`src/rtl/rvfi_mon_pkg.sv`:
```
// Shared types for the RVFI retirement monitor.
//   mon_state_t : monitor FSM states
//   err_code_t  : failure codes latched into err_code (lower value wins)
//   ORDER_W     : width of rvfi_order / retire counters
package rvfi_mon_pkg;

  localparam int ORDER_W = 64;

  typedef enum logic [1:0] {IDLE, RUN, HALTED, ERROR} mon_state_t;

  typedef enum logic [2:0] {
    NONE, ORDER, PC_CHAIN, LANE_GAP, POST_HALT, TIMEOUT, PC_ALIGN
  } err_code_t;

endpackage

```
`src/rtl/rvfi_retire_monitor_if.sv`:
```
// RVFI retirement bundle, NRET lanes wide.
//   master : the core (or bench) driving retirements
//   slave  : the monitor observing them
interface rvfi_retire_monitor_if #(
  parameter int NRET = 1,
  parameter int XLEN = 32
);
  logic [NRET-1:0]                              rvfi_valid;
  logic [NRET-1:0][rvfi_mon_pkg::ORDER_W-1:0]   rvfi_order;
  logic [NRET-1:0][XLEN-1:0]                    rvfi_pc_rdata;
  logic [NRET-1:0][XLEN-1:0]                    rvfi_pc_wdata;
  logic [NRET-1:0]                              rvfi_trap;
  logic [NRET-1:0]                              rvfi_halt;
  logic [NRET-1:0]                              rvfi_intr;

  modport master (output rvfi_valid, rvfi_order, rvfi_pc_rdata, rvfi_pc_wdata,
                         rvfi_trap, rvfi_halt, rvfi_intr);
  modport slave  (input  rvfi_valid, rvfi_order, rvfi_pc_rdata, rvfi_pc_wdata,
                         rvfi_trap, rvfi_halt, rvfi_intr);
endinterface

```
`src/rtl/rvfi_mon_lane_check.sv`:
```
// Combinational checks for a single retirement lane.
//   valid/order/pc_rdata/pc_wdata/trap/intr : lane signals
//   exp_order  : order this lane must carry
//   prev_pc    : pc_wdata of the previous retirement
//   prev_vld   : a previous retirement exists (chain check enabled)
//   fail_*     : per-code failure bits (only raised on valid lanes)
module rvfi_mon_lane_check
  import rvfi_mon_pkg::*;
#(
  parameter int XLEN       = 32,
  parameter int COMPRESSED = 1
)(
  input  logic               valid,
  input  logic [ORDER_W-1:0] order,
  input  logic [ORDER_W-1:0] exp_order,
  input  logic [XLEN-1:0]    pc_rdata,
  input  logic [XLEN-1:0]    pc_wdata,
  input  logic [XLEN-1:0]    prev_pc,
  input  logic               prev_vld,
  input  logic               trap,
  input  logic               intr,
  output logic               fail_order,
  output logic               fail_chain,
  output logic               fail_align
);

  logic misalign;

  // 2-byte alignment is legal only with the compressed extension
  assign misalign   = (COMPRESSED != 0) ? pc_wdata[0] : (|pc_wdata[1:0]);

  assign fail_order = valid && (order != exp_order);
  // a handler entry legitimately breaks the PC chain
  assign fail_chain = valid && prev_vld && !intr && (pc_rdata != prev_pc);
  assign fail_align = valid && !trap && misalign;

endmodule

```
`src/rtl/rvfi_retire_monitor.sv`:
```
// RVFI retirement stream checker (NRET lanes).
// Checks order continuity, PC chaining, lane packing, post-halt silence,
// PC alignment and a retirement watchdog; latches the first failure.
//   clk, reset_n : clock, async active-low reset
//   rvfi         : retirement bundle (slave modport)
//   err          : sticky failure flag (registered)
//   err_code     : code of the first failure
//   err_order    : rvfi_order of the first failing lane (0 for timeout)
//   retired      : count of valid retirements since reset
// Optional: define RVFI_MON_ASSERT_EN to add an immediate assert on the
// failure condition and a cover on the HALTED state.
module rvfi_retire_monitor
  import rvfi_mon_pkg::*;
#(
  parameter int NRET       = 1,
  parameter int XLEN       = 32,
  parameter int COMPRESSED = 1,
  parameter int TIMEOUT    = 64
)(
  input  logic                 clk,
  input  logic                 reset_n,
  rvfi_retire_monitor_if.slave rvfi,
  output logic                 err,
  output logic [2:0]           err_code,
  output logic [ORDER_W-1:0]   err_order,
  output logic [ORDER_W-1:0]   retired
);

  localparam int WD_W = (TIMEOUT > 0) ? $clog2(TIMEOUT + 1) : 1;

  mon_state_t         state_q, state_d;
  logic [ORDER_W-1:0] exp_order_q;
  logic [XLEN-1:0]    last_pc_q;
  logic [WD_W-1:0]    wdog_q;

  logic [NRET-1:0]         f_order, f_chain, f_gap, f_halt, f_align;
  logic [NRET:0][XLEN-1:0] prev_pc;    // [i] = pc_wdata of retirement before lane i
  logic [NRET-1:0]         prev_vld;
  logic [NRET:0]           halt_seen;  // [i] = valid halt on some lane below i
  logic                    f_tmo;
  logic                    any_vld;
  logic [ORDER_W-1:0]      nvld;
  err_code_t               code_d;
  logic [ORDER_W-1:0]      ord_d;
  logic                    err_next;

  assign prev_pc[0]   = last_pc_q;
  assign halt_seen[0] = 1'b0;

  for (genvar i = 0; i < NRET; i++) begin : g_lane
    if (i == 0) begin : g_l0
      assign prev_vld[i] = (state_q != IDLE);
      assign f_gap[i]    = 1'b0;
    end else begin : g_ln
      assign prev_vld[i] = prev_vld[i-1] | rvfi.rvfi_valid[i-1];
      assign f_gap[i]    = rvfi.rvfi_valid[i] & ~rvfi.rvfi_valid[i-1];
    end

    rvfi_mon_lane_check #(.XLEN(XLEN), .COMPRESSED(COMPRESSED)) u_chk (
      .valid      (rvfi.rvfi_valid[i]),
      .order      (rvfi.rvfi_order[i]),
      .exp_order  (exp_order_q + ORDER_W'(i)),
      .pc_rdata   (rvfi.rvfi_pc_rdata[i]),
      .pc_wdata   (rvfi.rvfi_pc_wdata[i]),
      .prev_pc    (prev_pc[i]),
      .prev_vld   (prev_vld[i]),
      .trap       (rvfi.rvfi_trap[i]),
      .intr       (rvfi.rvfi_intr[i]),
      .fail_order (f_order[i]),
      .fail_chain (f_chain[i]),
      .fail_align (f_align[i])
    );

    assign prev_pc[i+1]   = rvfi.rvfi_valid[i] ? rvfi.rvfi_pc_wdata[i] : prev_pc[i];
    assign halt_seen[i+1] = halt_seen[i] | (rvfi.rvfi_valid[i] & rvfi.rvfi_halt[i]);
    assign f_halt[i]      = rvfi.rvfi_valid[i] & ((state_q == HALTED) | halt_seen[i]);
  end

  assign any_vld = |rvfi.rvfi_valid;
  assign f_tmo   = (TIMEOUT != 0) && (state_q == RUN) && (wdog_q == WD_W'(TIMEOUT));

  always_comb begin
    nvld = '0;
    for (int i = 0; i < NRET; i++) nvld = nvld + ORDER_W'(rvfi.rvfi_valid[i]);
  end

  // Priority: scan highest code first and lanes high-to-low so that the
  // last write is the lowest code on the lowest lane.
  always_comb begin
    code_d = NONE;
    ord_d  = '0;
    for (int i = NRET-1; i >= 0; i--)
      if (f_align[i]) begin code_d = PC_ALIGN; ord_d = rvfi.rvfi_order[i]; end
    if (f_tmo) begin code_d = rvfi_mon_pkg::TIMEOUT; ord_d = '0; end
    for (int i = NRET-1; i >= 0; i--)
      if (f_halt[i]) begin code_d = POST_HALT; ord_d = rvfi.rvfi_order[i]; end
    for (int i = NRET-1; i >= 0; i--)
      if (f_gap[i]) begin code_d = LANE_GAP; ord_d = rvfi.rvfi_order[i]; end
    for (int i = NRET-1; i >= 0; i--)
      if (f_chain[i]) begin code_d = PC_CHAIN; ord_d = rvfi.rvfi_order[i]; end
    for (int i = NRET-1; i >= 0; i--)
      if (f_order[i]) begin code_d = ORDER; ord_d = rvfi.rvfi_order[i]; end
  end

  assign err_next = (state_q != ERROR) && (code_d != NONE);

  always_comb begin
    state_d = state_q;
    case (state_q)
      IDLE:    if (any_vld) state_d = halt_seen[NRET] ? HALTED : RUN;
      RUN:     if (halt_seen[NRET]) state_d = HALTED;
      HALTED:  state_d = HALTED;
      ERROR:   state_d = ERROR;
      default: state_d = IDLE;
    endcase
    if (err_next) state_d = ERROR;
  end

  always_ff @(posedge clk or negedge reset_n) begin
    if (!reset_n) begin
      state_q     <= IDLE;
      exp_order_q <= '0;
      last_pc_q   <= '0;
      wdog_q      <= '0;
      err         <= 1'b0;
      err_code    <= '0;
      err_order   <= '0;
      retired     <= '0;
    end else begin
      state_q <= state_d;
      // the detecting cycle still counts; nothing counts once in ERROR
      if (state_q != ERROR) retired <= retired + nvld;
      if (err_next) begin
        err       <= 1'b1;
        err_code  <= code_d;
        err_order <= ord_d;
      end else if (state_q != ERROR) begin
        exp_order_q <= exp_order_q + nvld;
        last_pc_q   <= prev_pc[NRET];
      end
      if (state_q != RUN || any_vld) wdog_q <= '0;
      else if (wdog_q != WD_W'(TIMEOUT)) wdog_q <= wdog_q + 1'b1;
    end
  end

`ifdef RVFI_MON_ASSERT_EN
  always_comb begin
    if (reset_n) begin
      assert (!err_next);
      cover (state_q == HALTED);
    end
  end
`else
  // flag-only build: failures are reported solely through the outputs
`endif

endmodule

```
`src/flat_wrapper.sv`:
```
// flat-port wrapper written by rule: the top's interface ports become plain ports
module rvfi_retire_monitor_flat import rvfi_mon_pkg::*;
#(
  parameter int NRET       = 1,
  parameter int XLEN       = 32,
  parameter int COMPRESSED = 1,
  parameter int TIMEOUT    = 64
)
  (clk, reset_n, err, err_code, err_order, retired, rvfi_rvfi_valid, rvfi_rvfi_order, rvfi_rvfi_pc_rdata, rvfi_rvfi_pc_wdata, rvfi_rvfi_trap, rvfi_rvfi_halt, rvfi_rvfi_intr);
  rvfi_retire_monitor_if #(.NRET(NRET), .XLEN(XLEN)) rvfi_i ();
  input  logic clk;
  input  logic reset_n;
  output logic err;
  output logic [2:0] err_code;
  output logic [ORDER_W-1:0] err_order;
  output logic [ORDER_W-1:0] retired;
  input wire logic [$bits(rvfi_i.rvfi_valid)-1:0] rvfi_rvfi_valid;
  input wire logic [$bits(rvfi_i.rvfi_order)-1:0] rvfi_rvfi_order;
  input wire logic [$bits(rvfi_i.rvfi_pc_rdata)-1:0] rvfi_rvfi_pc_rdata;
  input wire logic [$bits(rvfi_i.rvfi_pc_wdata)-1:0] rvfi_rvfi_pc_wdata;
  input wire logic [$bits(rvfi_i.rvfi_trap)-1:0] rvfi_rvfi_trap;
  input wire logic [$bits(rvfi_i.rvfi_halt)-1:0] rvfi_rvfi_halt;
  input wire logic [$bits(rvfi_i.rvfi_intr)-1:0] rvfi_rvfi_intr;
  assign rvfi_i.rvfi_valid = rvfi_rvfi_valid;
  assign rvfi_i.rvfi_order = rvfi_rvfi_order;
  assign rvfi_i.rvfi_pc_rdata = rvfi_rvfi_pc_rdata;
  assign rvfi_i.rvfi_pc_wdata = rvfi_rvfi_pc_wdata;
  assign rvfi_i.rvfi_trap = rvfi_rvfi_trap;
  assign rvfi_i.rvfi_halt = rvfi_rvfi_halt;
  assign rvfi_i.rvfi_intr = rvfi_rvfi_intr;
  rvfi_retire_monitor #(.NRET(NRET), .XLEN(XLEN), .COMPRESSED(COMPRESSED), .TIMEOUT(TIMEOUT)) u_core (.clk(clk), .reset_n(reset_n), .rvfi(rvfi_i), .err(err), .err_code(err_code), .err_order(err_order), .retired(retired));
endmodule
```
`config.mk`:
```
export PLATFORM = sky130hd
export DESIGN_NAME = rvfi_retire_monitor_flat
export DESIGN_NICKNAME = d
export VERILOG_FILES = /design/src/rtl/rvfi_mon_pkg.sv /design/src/rtl/rvfi_retire_monitor_if.sv /design/src/rtl/rvfi_mon_lane_check.sv /design/src/rtl/rvfi_retire_monitor.sv /design/src/flat_wrapper.sv
export SDC_FILE = /design/constraint.sdc
export NUM_CORES = 1
export LEC_CHECK = 0
export BUFFER_PORTS_ARGS = -buffer_cell sky130_fd_sc_hd__buf_2
export CORE_MARGIN = 3
export CORE_UTILIZATION = 54
export DETAILED_ROUTE_END_ITERATION = 6
export PLACE_DENSITY = 0.84
export SYNTH_ARGS = -nofsm -noshare
export SYNTH_HDL_FRONTEND = slang
export SYNTH_SLANG_ARGS = --single-unit
```
`constraint.sdc`:
```
create_clock -name clk -period 2.9 [get_ports clk]
set_input_delay 0.29 -clock clk [delete_from_list [all_inputs] [get_ports clk]]
set_output_delay 0.29 -clock clk [all_outputs]
set_load 0.02 [all_outputs]
```
==> flow_summary.json, run 1 <==
{
  "p_int_mw": 5.68,
  "synth_edf_count": 0,
  "grt_pass1_wl_um": 45300,
  "leakage_nw": 6.44,
  "dp.cells": 1465,
  "first_global_vias": 8588,
  "drc": 0,
  "root_buffer": "clkbuf_16",
  "fin_ws_ns": 0.0552,
  "synth-seq-cells": 237,
  "path_depth": 11,
  "synth_nets": 1078,
  "rows": 51,
  "cpMaxStageDelayCell": "dfrtp_1",
  "pin_count": 266,
  "worst-path-buf-inv": 4,
  "cts_tree": "done",
  "cp-end-kind": "flip-flop",
  "placed_area_um2": 12900,
  "gp_congestion": 0.845,
  "fin_crit_sh_pct": 98.1,
  "clk_pin_slew_ns": 0.06,
  "coreArea_um2": 19800,
  "die_x_um": 149,
  "synth_area_um2": 11000,
  "reg2regPathDepth": 11,
  "crit_fanout": 32,
  "grt_usage_pct": 25.4,
  "area_delta_synth_final_pct": 23.8,
  "max_cap_violations": 0,
  "cp_data_required_time_ns": 3.28,
  "yosysSeqAreaShare_pct": 53.8,
  "initial_utilization_pct": 55.8,
  "dieHeight_um": 149,
  "cpMostUsedCell": "buf_4",
  "drt_iter0_drc": 657,
  "gr-total-overflow": 0,
  "design_area_um2": 13700,
  "slowest_delay_ns": 0.43,
  "clk_latency_ns": 0.51,
  "yosysMostFrequentCell": "dfrtp_1",
  "worst_setup_path_start_kind": "flip-flop",
  "switchingPower_mw": 1.89,
  "critPathArrivalTime_ns": 3.23,
  "swShare_pct": 24.9,
  "seqPwrFrac_pct": 47.9,
  "fin_util_pct": 69.0,
  "skew_ns": 0.0149,
  "cts_max_level": 1,
  "ir_drop_uv": 433,
  "power_frac_comb_pct": 12.6,
  "antenna_left": 0,
  "syn_inst": 938,
  "synth.distinct_cells": 45,
  "pre_cts_slack_ns": 0.147,
  "powerDensity_nw_per_um2": 554,
  "fin_setup_tns_ns": 0,
  "detailroute.via_count": 8573,
  "antenna_found_initial": 2,
  "synthFlopType": "dfrtp_1",
  "relSlewSlack_pct": 43.0,
  "post_drt_wl_per_cell_um": 19.4,
  "status": "finished clean",
  "synth_common_cells": "dfrtp_1 (237), xnor2_1 (207), nand4_1 (82), a22o_1 (64), nand3_1 (53)",
  "cts_buffers": 25,
  "max_freq_ghz": 0.352,
  "yosysTopAreaCellShare_pct": 53.8,
  "p_clk_share_pct": 39.5,
  "min_period_ns": 2.84,
  "setup_viol": 0,
  "dr.pass1.iters": 4,
  "ys_top_cells_by_area": "dfrtp_1 (54%), xnor2_1 (16%), a22o_1 (5.1%)",
  "async_flop_share_pct": 100,
  "whs_path_depth": 2,
  "grt_max_degree": 109,
  "vias_per_cell": 5.67,
  "tightest_slew_ns": 0.854,
  "nets": 1370,
  "io_buffer_count": 265,
  "hold_viol": 0,
  "critPathKind": "flip-flop to flip-flop",
  "routed_wl_um": 29200,
  "path_cells": "xnor2_1 > nand4_1 > nor4_2 > buf_4 > nand4_1 > buf_4 > a211oi_4 > buf_4 > nand2_1 > buf_12 > mux2_1",
  "drv_slew": 0,
  "yosys.area.top_type": "dfrtp_1",
  "syn_avg_cell_area_um2": 11.8,
  "hold_path.class": "input port to flip-flop",
  "ys_warn_count": 0,
  "final_cells": 1511,
  "fp.dieArea_um2": 22200,
  "cts_buffer_depth": 3,
  "cts_sinks": 237,
  "hpwl_um": 21500,
  "path_delay_family": "simple AND/OR/NAND/NOR gates",
  "drive_gt1_share_pct": 30.5
}
## cells in the final DEF (no fill, tap or decap), drive strengths merged, types with 2 or more instances in the layout
| cell | n |
|---|---|
| xnor2 | 207 |
| xor2 | 18 |
| a22o | 64 |
| ha | 6 |
| nand2b | 3 |
| nor2b | 3 |
| a211oi | 3 |
| nor3 | 10 |
| diode | 2 |
| inv | 15 |
| nor4 | 10 |
| clkbuf | 39 |
| buf | 295 |
| mux2 | 38 |
| a31oi | 2 |
| nand2 | 41 |
| a21oi | 4 |
| nand4 | 82 |
| and4 | 14 |
| nor2 | 36 |
| clkinv | 2 |
| and2 | 13 |
| nand3 | 54 |
| dfrtp | 237 |
| and3 | 33 |
## per-layer routing
| metal | vias to the layer above | share of wire (%) | wire length (um) | global-route usage [%] |
|---|---|---|---|---|
| met3 | 44 | 7.3 | 2120 | 4.19 |
| li1 | 3925 | - | - | - |
| met2 | 351 | 50 | 14500 | 43.8 |
| met4 | 0 | 2.5 | 738 | 6.73 |
| met1 | 4253 | 41 | 11900 | 33.7 |
| met5 | - | 0 | 0 | 0 |
## registers in the layout (all words and copies together), names as in the netlist
| register | count |
|---|---|
| u_core.exp_order_q | 64 |
| u_core.retired | 64 |
| u_core.err | 1 |
| u_core.wdog_q | 7 |
| u_core.err_order | 64 |
| u_core.err_code | 3 |
| u_core.state_q | 2 |
| u_core.last_pc_q | 32 |
## worst reg2reg max path, stage by stage (launching register included)
cell,delay (ns)
dfrtp_1,0.43
xnor2_1,0.23
nand4_1,0.25
nor4_2,0.38
buf_4,0.16
nand4_1,0.08
buf_4,0.18
a211oi_4,0.18
buf_4,0.18
nand2_1,0.10
buf_12,0.19
mux2_1,0.35
## kinds of logic after synthesis
logic type                 Yosys count  synth area share, %
adders and majority gates            6                0.680
buffers and inverters               47                 2.05
xor gates and xnor gates           225                 17.9
AOI/OAI and AO/OA                   80                 6.18
muxes                               39                 3.97
and+or+nand+nor                    304                 15.5
DFF                                237                 53.8
## per-stage QoR
step | hold WS [ns] | total power, mW
after floorplan | -0.00559 | 4.15
after global placement | 0.399 | 4.60
after detailed placement | 0.407 | 4.63
after CTS | 0.00206 | 7.63
after global routing | 0.00156 | 7.85
final | 0.0135 | 7.56
## what timing repair did
| item | in CTS | in global routing |
|---|---|---|
| setup endpoints to repair | 0 | 88 |
| gates resized for setup | 0 | 3 |
| buffers inserted | 0 | 1 |
| endpoints found under the hold margin | 100 | 0 |
| hold buffers | 1 | 0 |
## worst paths after layout
kind | slack [ns] | start | to
worst max register to register | 0.06 | u_core.exp_order_q[23] | u_core.last_pc_q[2]
worst min-delay path | 0.01 | rvfi_rvfi_pc_wdata[3] | u_core.last_pc_q[3]
worst min register to register | 0.47 | u_core.err | u_core.err
min in group asynchronous | 0.38 | reset_n | u_core.last_pc_q[12]
max in group asynchronous | 1.63 | reset_n | u_core.exp_order_q[9]
worst max-delay path | 0.06 | u_core.exp_order_q[23] | u_core.last_pc_q[2]
## power by group through the flow
| stage | clock network (mW) | logic, mW | registers [mW] |
|---|---|---|---|
| 6_report | 2.99 | 0.953 | 3.62 |
| 5_1_grt | 3.20 | 1.02 | 3.64 |
| 4_1_cts | 3.05 | 0.963 | 3.62 |
| 3_5_place_dp | 0 | 0.960 | 3.67 |
| 3_3_place_gp | 0 | 0.934 | 3.67 |
| 2_1_floorplan | 0 | 0.273 | 3.88 |
## final cells by class
class	instances	area [um2]
Multi-Input combinational cell	654	4900
Clock buffer	38	714
Antenna cell	2	5.00
Sequential cell	237	5930
Fill cell	1395	6120
Timing Repair Buffer	297	1680
Tap cell	265	332
Inverter	15	56.3
Clock inverter	3	40.0
Note: power is estimated with default switching activity, not from simulation.
==> run 2: changes to the inputs <==
- PLACE_DENSITY: 0.84 -> not set
- PLACE_DENSITY_LB_ADDON: not set -> 0.25
==> run 2 against run 1 <==
Net effect: clock power is 2% higher; global-route usage decreased by 0.11 points; cell area grew 0.80%; via count is 0.97% lower; first-iteration DRC count shrank 33%; largest cell class unchanged; highest routed layer unchanged.
==> flow_summary.json, run 2 (synthesis results as in run 1) <==
{
  "status": "finished clean",
  "reg2reg_from": "u_core.last_pc_q[17]",
  "gr-total-overflow": 0,
  "p_int_mw": 5.69,
  "max_freq_ghz": 0.367,
  "rows": 51,
  "cts_tree": "done",
  "final_common_cell": "buf_2",
  "rsz0062_at_grt": "no",
  "p_clk_share_pct": 40.0,
  "largestRegisters": "u_core.err_order: 64 flops, u_core.exp_order_q: 64 flops, u_core.retired: 64 flops",
  "path_delay_family": "simple AND/OR/NAND/NOR gates",
  "power_frac_comb_pct": 12.6,
  "whs_path_depth": 2,
  "cpMaxStageDelayCell": "nor4_1",
  "drt_iter0_drc": 443,
  "initial_utilization_pct": 55.8,
  "slowest_delay_ns": 0.52,
  "antenna_left": 0,
  "worstHoldStart": "rvfi_rvfi_order[58]",
  "seqPwrFrac_pct": 47.4,
  "coreArea_um2": 19800,
  "holdWs_ns": 0.0177,
  "io_buffer_count": 265,
  "cts_buffer_depth": 3,
  "powerDensity_nw_per_um2": 554,
  "cts_buffers": 25,
  "fp.dieArea_um2": 22200,
  "grt_pass1_wl_um": 44700,
  "final_cell_mix": "buf_2 (264), dfrtp_1 (237), xnor2_1 (207), nand4_1 (82), a22o_1 (64)",
  "swShare_pct": 25.4,
  "worst_setup_path_start_kind": "flip-flop",
  "hpwl_um": 20800,
  "nets": 1380,
  "switchingPower_mw": 1.93,
  "cts_sinks": 237,
  "leakage_nw": 6.48,
  "hold_path.class": "input port to flip-flop",
  "first_global_vias": 8444,
  "root_buffer": "clkbuf_16",
  "tightest_slew_ns": 0.714,
  "pin_count": 266,
  "area_delta_synth_final_pct": 24.8,
  "grt_usage_pct": 25.3,
  "hold_end": "u_core.err_order[58]",
  "routed_wl_um": 28500,
  "max_cap_violations": 0,
  "vias_per_cell": 5.58,
  "fin_setup_tns_ns": 0,
  "cts_max_level": 1,
  "clk_pin_slew_ns": 0.06,
  "drive_gt1_share_pct": 30.2,
  "min_period_ns": 2.72,
  "pre_cts_slack_ns": 0.109,
  "worst-path-buf-inv": 1,
  "fin_crit_sh_pct": 93.9,
  "cp_data_required_time_ns": 3.29,
  "drc": 0,
  "detailroute.via_count": 8490,
  "grt_max_degree": 93,
  "clk_latency_ns": 0.52,
  "hold_viol": 0,
  "die_x_um": 149,
  "relSlewSlack_pct": 52.4,
  "dieHeight_um": 149,
  "placed_area_um2": 12800,
  "skew_ns": 0.0151,
  "fin_util_pct": 69.6,
  "crit_fanout": 32,
  "cp-end-kind": "flip-flop",
  "path_cells": "xnor2_1 > nand4_1 > nor4_1 > a21oi_1 > a211oi_4 > nand2_1 > buf_12 > mux2_1",
  "gp_congestion": 0.909,
  "antenna_found_initial": 1,
  "critPathArrivalTime_ns": 3.11,
  "critPathKind": "flip-flop to flip-flop",
  "ir_drop_uv": 367,
  "reg2regPathDepth": 8,
  "drv_slew": 0,
  "fin_ws_ns": 0.178,
  "dr.pass1.iters": 5,
  "reg2reg_to": "u_core.last_pc_q[2]",
  "post_drt_wl_per_cell_um": 18.7,
  "setup_viol": 0,
  "regToRegSetupSlack_ns": 0.18,
  "design_area_um2": 13800
}
run 2: metrics by stage:
| stage | total power [mW] | instances |
|---|---|---|
| final | 7.63 | 1521 |
| after global routing | 7.93 | 1521 |
| after CTS | 7.69 | 1519 |
| after detailed placement | 4.63 | 1462 |
| after global placement | 4.61 | 1462 |
| after floorplan | 4.15 | 938 |
run 2: timing repair:
| action | in CTS | in global routing |
|---|---|---|
| hold buffers | 15 | 0 |
| buffers inserted | 0 | 1 |
| hold endpoints to repair | 101 | 0 |
| resized for setup | 0 | 0 |
| setup endpoints to repair | 0 | 151 |
run 2: how the worst max path moves through the flow:
| stage | start | endpoint | slack, ns | cells past startpoint |
|---|---|---|---|---|
| 3_5_place_dp | u_core.exp_order_q[15] | u_core.exp_order_q[1] | 0.11 | 7 |
| 6_report | u_core.last_pc_q[17] | u_core.last_pc_q[2] | 0.18 | 8 |
| 3_3_place_gp | u_core.exp_order_q[15] | u_core.last_pc_q[2] | 0.13 | 8 |
| 4_1_cts | u_core.exp_order_q[15] | u_core.exp_order_q[1] | 0.05 | 7 |
| 5_1_grt | u_core.exp_order_q[40] | u_core.last_pc_q[2] | 0.07 | 9 |
| 2_1_floorplan | u_core.wdog_q[0] | u_core.last_pc_q[10] | 0.52 | 10 |
run 2: per-layer routing:
layer  up-vias  routed length (um)  GRT usage (%)
met5         -                   0              0
met4         0                 944           8.38
met3        66                1920           4.31
met2       289               13600           41.0
met1      4181               12000           35.0
li1       3954                   -              -
run 2: power groups by stage:
| stage | combinational, mW | sequential [mW] | clock (mW) |
|---|---|---|---|
| 5_1_grt | 1.03 | 3.64 | 3.26 |
| 3_5_place_dp | 0.962 | 3.67 | 0 |
| 6_report | 0.963 | 3.61 | 3.05 |
| 2_1_floorplan | 0.273 | 3.88 | 0 |
| 3_3_place_gp | 0.938 | 3.67 | 0 |
| 4_1_cts | 0.978 | 3.61 | 3.10 |
run 2: final cells by class:
type                       instances  area, um2
tap                              265        332
antenna                            1       2.50
fill                            1494       6010
sequential                       237       5930
clock buffer                      34        699
clock inverter                     8       78.8
multi-input combinational        654       4890
timing repair buffer             307       1780
inverter                          15       56.3
==> run 3: changes to the inputs <==
==> constraint.sdc (replaced) <==
create_clock -name clk -period 2.9 [get_ports clk]
set_input_delay 0.58 -clock clk [delete_from_list [all_inputs] [get_ports clk]]
set_output_delay 0.58 -clock clk [all_outputs]
set_load 0.02 [all_outputs]
==> run 3 against run 2 <==
Net effect: maximum frequency fell by 1.1%; critical path depth rose by 2; final cell count rose by 0.20%; power rose by 2.1%; clock skew fell by 0.0041 ns; first-iteration DRC count rose by 15%; utilization rose by 0.46 points; cell area rose by 0.66%; clock-buffer cell count rose by 3; via count fell by 0.12%; critical endpoint unchanged; largest cell class unchanged.
==> flow_summary.json, run 3 (synthesis results as in run 1) <==
{
  "status": "finished clean",
  "diodes": 0,
  "drt_iter0_drc": 510,
  "routed_wl_um": 28600,
  "cp-end-kind": "flip-flop",
  "ir_drop_uv": 451,
  "pin_count": 266,
  "max_freq_ghz": 0.363,
  "post_cts_resized": 0,
  "setup_viol": 0,
  "final_cells": 1524,
  "holdWs_ns": 0.0344,
  "p_int_mw": 5.87,
  "final_common_cell": "buf_2",
  "design_area_um2": 13900,
  "antenna_found_initial": 0,
  "first_global_vias": 8519,
  "power_frac_comb_pct": 12.2,
  "clk_pin_slew_ns": 0.06,
  "grt_usage_pct": 25.6,
  "cts_hold_buffers": 0,
  "fin_util_pct": 70.1,
  "rows": 51,
  "cp_data_required_time_ns": 3.28,
  "clk_latency_ns": 0.51,
  "powerDensity_nw_per_um2": 562,
  "initial_utilization_pct": 55.8,
  "dieHeight_um": 149,
  "worst_setup_path_start_kind": "flip-flop",
  "cts_sinks": 237,
  "largestRegisters": "u_core.err_order: 64 flops, u_core.exp_order_q: 64 flops, u_core.retired: 64 flops",
  "detailroute.via_count": 8480,
  "cts_max_level": 1,
  "root_buffer": "clkbuf_16",
  "placed_area_um2": 13000,
  "swShare_pct": 24.6,
  "post_cts_buffers": 0,
  "p_clk_share_pct": 41.3,
  "switchingPower_mw": 1.92,
  "drv_slew": 0,
  "grt_max_degree": 74,
  "final_cell_mix": "buf_2 (264), dfrtp_1 (237), xnor2_1 (207), nand4_1 (82), a22o_1 (64)",
  "antenna_left": 0,
  "fp.dieArea_um2": 22200,
  "die_x_um": 149,
  "dp.cells": 1481,
  "rsz0062_at_grt": "no",
  "critPathKind": "flip-flop to flip-flop",
  "reg2regPathDepth": 10,
  "cts_buffers": 24,
  "hpwl_um": 21300,
  "gp_congestion": 0.878,
  "drc": 0,
  "n_fill_cell": 1440,
  "crit_fanout": 32,
  "max_cap_violations": 0,
  "nets": 1382,
  "drive_gt1_share_pct": 31.7,
  "seqPwrFrac_pct": 46.5,
  "fin_ws_ns": 0.148,
  "dr.pass1.iters": 5,
  "relSlewSlack_pct": 54.9,
  "gr-total-overflow": 0,
  "area_delta_synth_final_pct": 25.6,
  "tightest_slew_ns": 0.674,
  "vias_per_cell": 5.56,
  "min_period_ns": 2.75,
  "grt_pass1_wl_um": 45300,
  "hold_path.class": "input port to async pin",
  "leakage_nw": 6.56,
  "fin_crit_sh_pct": 94.9,
  "critPathArrivalTime_ns": 3.14,
  "coreArea_um2": 19800,
  "post_drt_wl_per_cell_um": 18.7,
  "io_buffer_count": 265,
  "hold_viol": 0,
  "cts_buffer_depth": 3,
  "skew_ns": 0.0110,
  "pre_cts_slack_ns": -0.106,
  "cts_tree": "done"
}
run 3: per-layer routing:
metal | global-route usage [%] | up-vias | part of all wire (%)
li1 | - | 3941 | -
met1 | 35.5 | 4233 | 42
met2 | 42.7 | 270 | 49
met3 | 4.22 | 36 | 6.7
met4 | 5.81 | 0 | 1.8
met5 | 0 | - | 0
run 3: area by class of cell:
cell class,count,area (um2),area share [%]
Inverter,15,56.3,0.406
Clock buffer,37,751,5.42
Clock inverter,6,86.3,0.623
Timing Repair Buffer,310,1810,13.1
Tap cell,265,332,2.39
Multi-Input combinational cell,654,4890,35.3
Sequential cell,237,5930,42.8
run 3: worst paths after layout:
kind | slack (ns) | to | from
worst max-delay path | 0.15 | u_core.last_pc_q[2] | u_core.exp_order_q[52]
min in group clk | 0.29 | u_core.last_pc_q[2] | rvfi_rvfi_pc_wdata[2]
worst min register to register | 0.46 | u_core.err | u_core.err
max in group asynchronous | 2.12 | u_core.exp_order_q[24] | reset_n
worst min-delay path | 0.03 | u_core.retired[44] | reset_n
worst max register to register | 0.15 | u_core.last_pc_q[2] | u_core.exp_order_q[52]
run 3: power groups by stage:
stage	combinational [mW]	sequential, mW	clock, mW
5_1_grt	1.02	3.64	3.42
2_1_floorplan	0.273	3.88	0
6_report	0.951	3.62	3.21
3_5_place_dp	0.964	3.67	0
4_1_cts	0.967	3.62	3.29
3_3_place_gp	0.943	3.67	0
run 3: per-stage QoR:
step / TNS [ns] / total power, mW
after detailed placement: -3.91 / 4.63
after global placement: -1.85 / 4.61
after global routing: 0 / 8.09
after floorplan: 0 / 4.15
after CTS: 0 / 7.87
final: 0 / 7.78
run 3: critical path: stages, from the launching register on:
cell,delay [ns]
dfrtp_1,0.42
xnor2_1,0.31
nand4_1,0.20
nor4_1,0.34
buf_4,0.16
nand4_1,0.06
buf_4,0.18
a211oi_4,0.28
nand2_1,0.14
buf_12,0.19
mux2_1,0.32
